## config.mk

```make
export PLATFORM = sky130hd
export DESIGN_NAME = hazard_stall_ctrl
export DESIGN_NICKNAME = d
export VERILOG_FILES = /design/src/rtl/hazard_stall_ctrl.sv
export SDC_FILE = /design/constraint.sdc
export NUM_CORES = 1
export LEC_CHECK = 0
export ABC_AREA = 1
export CORE_ASPECT_RATIO = 1.25
export CORE_UTILIZATION = 49
export CTS_CLUSTER_SIZE = 10
export DETAILED_ROUTE_END_ITERATION = 10
export PLACE_DENSITY = 0.79
export SLEW_MARGIN = 5
export SYNTH_ARGS = -nofsm -noshare
export SYNTH_HDL_FRONTEND = slang
export SYNTH_SLANG_ARGS = --single-unit
```

## constraint.sdc

```tcl
create_clock -name clk -period 1.85 [get_ports clk]
set_input_delay 0.37 -clock clk [delete_from_list [all_inputs] [get_ports clk]]
set_output_delay 0.37 -clock clk [all_outputs]
set_load 0.005 [all_outputs]
```

## src/rtl/hazard_stall_ctrl.sv

```systemverilog
// hazard_stall_ctrl: pipeline stall/flush controller for a 5-stage in-order core.
// It resolves load-use hazards, taken-branch flushes and data-memory wait states,
// and has a sticky timeout error that only reset clears. Control outputs are
// combinational from the registered state and the current inputs.
//
// Memory handshake: dmem_req marks an access issued by MEM this cycle, and
// dmem_ready marks its completion in the same cycle. A stall is dmem_req & !dmem_ready.
// dmem_ready without dmem_req carries no meaning and is ignored in every state.
module hazard_stall_ctrl #(
  parameter int TIMEOUT = 255
) (
  input  logic        clk,
  input  logic        reset,
  input  logic [4:0]  if_id_rs1,
  input  logic [4:0]  if_id_rs2,
  input  logic        if_id_uses_rs2,
  input  logic        id_ex_memread,
  input  logic [4:0]  id_ex_writereg,
  input  logic        ex_branch_taken,
  input  logic        dmem_req,
  input  logic        dmem_ready,
  output logic        pc_write,
  output logic        if_id_write,
  output logic        if_id_flush,
  output logic        id_ex_bubble,
  output logic        ex_mem_hold,
  output logic        mem_timeout,
  output logic [1:0]  fsm_state,
  output logic [15:0] stall_count
);

  typedef enum logic [1:0] {
    RUN      = 2'b00,
    MEM_WAIT = 2'b01,
    ERROR    = 2'b10,
    ILLEGAL  = 2'b11
  } state_t;

  // wait_cnt reaches this value on the last MEM_WAIT cycle before the error.
  localparam logic [7:0] LAST_WAIT = 8'(TIMEOUT - 1);

  state_t      state_q, state_d;
  logic [7:0]  wait_cnt_q, wait_cnt_d;
  logic        branch_pending_q, branch_pending_d;
  logic        mem_timeout_q, mem_timeout_d;
  logic [15:0] stall_count_q, stall_count_d;

  logic load_use;
  logic mem_stall;
  logic mem_done;

  // Hazard detection. x0 is never a real destination, so it cannot cause a hazard.
  always_comb begin
    load_use  = id_ex_memread && (id_ex_writereg != 5'd0) &&
                ((id_ex_writereg == if_id_rs1) ||
                 (if_id_uses_rs2 && (id_ex_writereg == if_id_rs2)));
    mem_stall = dmem_req && !dmem_ready;
    mem_done  = dmem_req && dmem_ready;
  end

  // Next state and pipeline controls. In RUN the priority is memory stall, then branch, then load-use.
  always_comb begin
    state_d          = state_q;
    wait_cnt_d       = wait_cnt_q;
    branch_pending_d = branch_pending_q;
    mem_timeout_d    = mem_timeout_q;
    pc_write         = 1'b1;
    if_id_write      = 1'b1;
    if_id_flush      = 1'b0;
    id_ex_bubble     = 1'b0;
    ex_mem_hold      = 1'b0;

    case (state_q)
      RUN: begin
        if (mem_stall) begin
          pc_write         = 1'b0;
          if_id_write      = 1'b0;
          ex_mem_hold      = 1'b1;
          state_d          = MEM_WAIT;
          wait_cnt_d       = 8'd0;
          branch_pending_d = ex_branch_taken;
        end else if (ex_branch_taken) begin
          if_id_flush  = 1'b1;
          id_ex_bubble = 1'b1;
        end else if (load_use) begin
          pc_write     = 1'b0;
          if_id_write  = 1'b0;
          id_ex_bubble = 1'b1;
        end
      end
      MEM_WAIT: begin
        if (!mem_done) begin
          pc_write         = 1'b0;
          if_id_write      = 1'b0;
          ex_mem_hold      = 1'b1;
          branch_pending_d = branch_pending_q || ex_branch_taken;
          if (wait_cnt_q == LAST_WAIT) begin
            state_d       = ERROR;
            mem_timeout_d = 1'b1;
          end else begin
            wait_cnt_d = wait_cnt_q + 8'd1;
          end
        end else begin
          // A branch that resolved while memory was stalled is applied now.
          if (ex_branch_taken || branch_pending_q) begin
            if_id_flush  = 1'b1;
            id_ex_bubble = 1'b1;
          end else if (load_use) begin
            pc_write     = 1'b0;
            if_id_write  = 1'b0;
            id_ex_bubble = 1'b1;
          end
          state_d          = RUN;
          branch_pending_d = 1'b0;
        end
      end
      ERROR: begin
        pc_write      = 1'b0;
        if_id_write   = 1'b0;
        ex_mem_hold   = 1'b1;
        mem_timeout_d = 1'b1;
      end
      default: begin
        state_d = RUN;
      end
    endcase

    // The pipeline is frozen without holding while reset is asserted.
    if (reset) begin
      pc_write     = 1'b0;
      if_id_write  = 1'b0;
      if_id_flush  = 1'b0;
      id_ex_bubble = 1'b0;
      ex_mem_hold  = 1'b0;
    end
  end

  // Saturating count of stalled cycles. ERROR cycles are not counted.
  always_comb begin
    stall_count_d = stall_count_q;
    if (!pc_write && (state_q != ERROR) && (stall_count_q != 16'hFFFF)) begin
      stall_count_d = stall_count_q + 16'd1;
    end
  end

  // State registers. Reset overrides every other event.
  always_ff @(posedge clk) begin
    if (reset) begin
      state_q          <= RUN;
      wait_cnt_q       <= 8'd0;
      branch_pending_q <= 1'b0;
      mem_timeout_q    <= 1'b0;
      stall_count_q    <= 16'd0;
    end else begin
      state_q          <= state_d;
      wait_cnt_q       <= wait_cnt_d;
      branch_pending_q <= branch_pending_d;
      mem_timeout_q    <= mem_timeout_d;
      stall_count_q    <= stall_count_d;
    end
  end

  assign fsm_state   = state_q;
  assign mem_timeout = mem_timeout_q;
  assign stall_count = stall_count_q;

endmodule

```

==> results by group <==
Timing
  • Fin crit share: 98.93%
  • Final hold vios: 0
  • Setup_tns: 0 ns
  • Unrepaired setup endpoints after global routing: true
  • Hold Slack: 0.4527 ns
  • Final setup violating endpoints: 0
  • Slew HR: 62.24%
  • Tmin final: 1.830 ns
  • Pins Over Slew Limit: 0
  • Worst Tran Pin Value: 0.5613 ns
  • Achievable frequency: 0.5464 GHz
  • Clock skew: 0.01082 ns
  • Final worst slack: 0.01987 ns

Pwr
  • Clock Power Share: 27.9%
  • Sw Ratio: 30.29%
  • Leakage Power: around 0.0012 uW
  • Register share of total power: between 30% and 40%
  • Pwr Total: 1732 uW
  • Peak supply drop: 0.0004233 V
  • Psw: around 520 uW
  • Pint: between 1000 and 1500 uW
  • Pwr dens: 659.2 nW/um^2
  • Combinational Power Share: 33.5%

Synthesis
  • Syn_area_per_cell: 6.393 sq um
  • Cell taking the most area after synthesis: dfxtp_1
  • Cell count after synthesis: 292
  • Post-synthesis compound-gate area fraction: 12.80%
  • Ys Warns: 0
  • Top cell type's share of synthesized area: 30.03%
  • Combinational family with the most area after synthesis: simple AND/OR/NAND/NOR gates
  • Synth Area in Adders: 2.011%
  • Simple-Gate Fraction of Synth Area: 38.00%
  • Ranking of synthesized cells by area: dfxtp_1 (30%), nand2_1 (16%), inv_1 (8.8%), nand3_1 (8.3%), nor2_1 (4.8%)
  • Yosys cell types: 34
  • Mapped Area: 1867 sq um
  • Xor/xnor share of the synthesized area: 5.630%
  • Register area share after synthesis: ~30%
  • Post-synthesis mux area share: 0%
  • Synth Register Bits: 28
  • Syn nets: between 300 and 400

Floorplanning
  • Initial Utilization: 52.24%
  • Die height: 71.01 microns
  • Std-Cell Rows: 24
  • Total I/O pin count: 46
  • Die footprint: around 4100 sq um
  • Core Region: approximately 3600 sq um
  • Die X: 57.21 microns

Route
  • Via Count: 2108
  • Antenna-violating nets left: 0
  • DR pass1 iterations: 7
  • Routed WL per cell: 11.75 microns
  • Via/cell ratio: 5.205
  • DRC viols: 3
  • WL final: 4.760 mm
  • DR iter-0 viols: 82

Global routing
  • Largest net degree at the start of global routing: 24
  • Initial antenna violation count: 0
  • Vias in the first global route: 2011
  • Total track usage: 24.72%
  • First-pass GRT wire length: 8.066 mm
  • GRT overflow: 0

Run status
  • Status: finished with violations
  • Failing checks: design-rule violations

Finish
  • Number of fill cells: 300
  • Layout area overhead: 40.75%
  • ANT cells: 0
  • # nets final: 392
  • Most common cell after layout, fill and taps aside: nand2_1
  • Share of cells above drive strength 1: 23.77%
  • Fin util: 73.53%
  • Most frequent cells in the layout: nand2_1 (76), inv_1 (39), buf_4 (32), nand3_1 (30), dfxtp_1 (26)

Critical path
  • Beginning of the critical path: fsm_state[1]$_SDFFE_PP0P_
  • Crit Path Max Fanout: 4
  • Setup Crit Path Kind: flop to primary output
  • CP peak stage delay: 0.38 ns
  • Critical R2R Launch: stall_count[0]$_SDFFE_PP0P_
  • Crit-path cells: nor2_4 > nand2_2 > buf_4 > nand2_1 > nand2_1 > nand2_1 > nand2_2 > inv_2 > buf_2
  • Worst Setup Start Kind: flop
  • Req. time, crit path: 1.48 ns
  • Most common cell type on the critical path: nand2_1
  • Top delay family on crit path: simple AND/OR/NAND/NOR gates
  • Critical path data arrival time: 1.46 ns
  • Worst path slowest cell: dfxtp_4
  • Nature of the critical path endpoint: primary output
  • CP Buf/Inv Count: 3

Clocking
  • CTS Buf Count: 3
  • CTS tree: done
  • Worst skew pair latency: 0.28 ns
  • Clock tree buffer depth: 2
  • CTS root buf: clkbuf_8
  • Clk sink count: 28
  • CTS clk-pin slew, worst paths: roughly 0.10 ns
  • # H-tree levels: 1

Job
  • Maxcap violations: 0

Place
  • Post-DP HPWL: 3.547 mm
  • RD Place Congestion: 0.9040
  • Buffers on Ports: 45
  • Placement Setup Slack: -0.6712 ns

Min path
  • Hold wc startpoint: mem_timeout$_SDFFE_PP0P_
  • Hold WC Path Type: flop to flop
[sequential cells by signal (all words and copies together), names as in the netlist]
register,cells
branch_pending_q,1
fsm_state,2
mem_timeout,1
stall_count,16
wait_cnt_q,8
[kinds of logic (layout without fill, tap and decap cells)]
logic type / after synthesis / after routing
xor+xnor: 12 / 12
buf+inv: 53 / 127
compound gates: 37 / 37
simple gates: 159 / 159
flops: 28 / 28
fa+ha+maj: 3 / 3
[power groups by stage]
stage / combinational, uW / clock, uW / sequential [uW]
after floorplan: 271 / 0 / 679
after global placement: 545 / 0 / 672
after detailed placement: 560 / 0 / 674
after CTS: 567 / 494 / 666
after global routing: 636 / 521 / 672
final: 581 / 484 / 667
[worst register-to-register path, cell delays in order, from the launching register on]
cell     delay [ns]
dfxtp_1        0.34
ha_1           0.19
nand2_1        0.09
nor3_2         0.20
nand4_1        0.12
o21ai_2        0.19
inv_4          0.13
nand2_8        0.15
nand2_1        0.08
a21oi_2        0.13
[routing by layer]
metal,vias to the layer above,wire length [microns],track usage [%]
li1,1084,-,-
met1,954,1934,27.05
met2,55,2529,45.88
met3,15,173,3.656
met4,0,124,11.65
met5,-,0,0
[cell type report]
type | instances | area, sq um | area share [%]
well taps | 39 | 48.80 | 1.857
clock buffers | 3 | 41.29 | 1.571
clock inverters | 1 | 30.03 | 1.143
flip-flops and latches | 28 | 568.0 | 21.62
multi-input cells | 211 | 1141 | 43.43
inverters | 46 | 177.7 | 6.762
repair buffers | 77 | 620.6 | 23.62
[path summary, 6_finish.rpt]
check                                 endpoint  cells after the start  slack, ns
setup / recovery                      pc_write                      9       0.02
hold / removal        mem_timeout$_SDFFE_PP0P_                      2       0.45
setup reg to reg  stall_count[12]$_SDFFE_PP0P_                      9       0.16
hold reg to reg       mem_timeout$_SDFFE_PP0P_                      2       0.45
[Yosys cell counts]
cell type and count:
and3_1 1, nor3_2 2, nand2_1 79, nor4_1 5, o21bai_1 1, dfxtp_1 28
inv_1 44, ha_1 3, o21ai_1 1, nor3_1 6, inv_2 2, or2_2 1
a211oi_1 1, buf_2 1, clkbuf_1 2, xor2_1 9, a32oi_1 1, buf_6 1
buf_1 1, xnor2_1 3, nand3_1 31, a21oi_1 15, nand2_2 1, o21ai_0 5
nor2_4 1, o22ai_1 1, buf_4 2, a21oi_2 10, nor2_1 24, nand3b_1 1
nand2_4 1, o21ai_2 1, o21a_1 1, nand4_1 6
[metrics by stage]
| step | cell area (sq um) | instances |
|---|---|---|
| 4_1_cts | 2645 | 404 |
| 2_1_floorplan | 1867 | 292 |
| 3_5_place_dp | 2549 | 399 |
| 5_1_grt | 2628 | 405 |
| 3_3_place_gp | 2549 | 399 |
| 6_report | 2628 | 405 |
[repair_timing]
action / 4_1_cts / 5_1_grt
pin swaps: 15 / 20
setup buffers: 1 / 1
endpoints found under the setup margin: 21 / 22
resized for setup: 60 / 32
hold buffers: 0 / 0
Note: power is estimated with default switching activity, not from simulation.
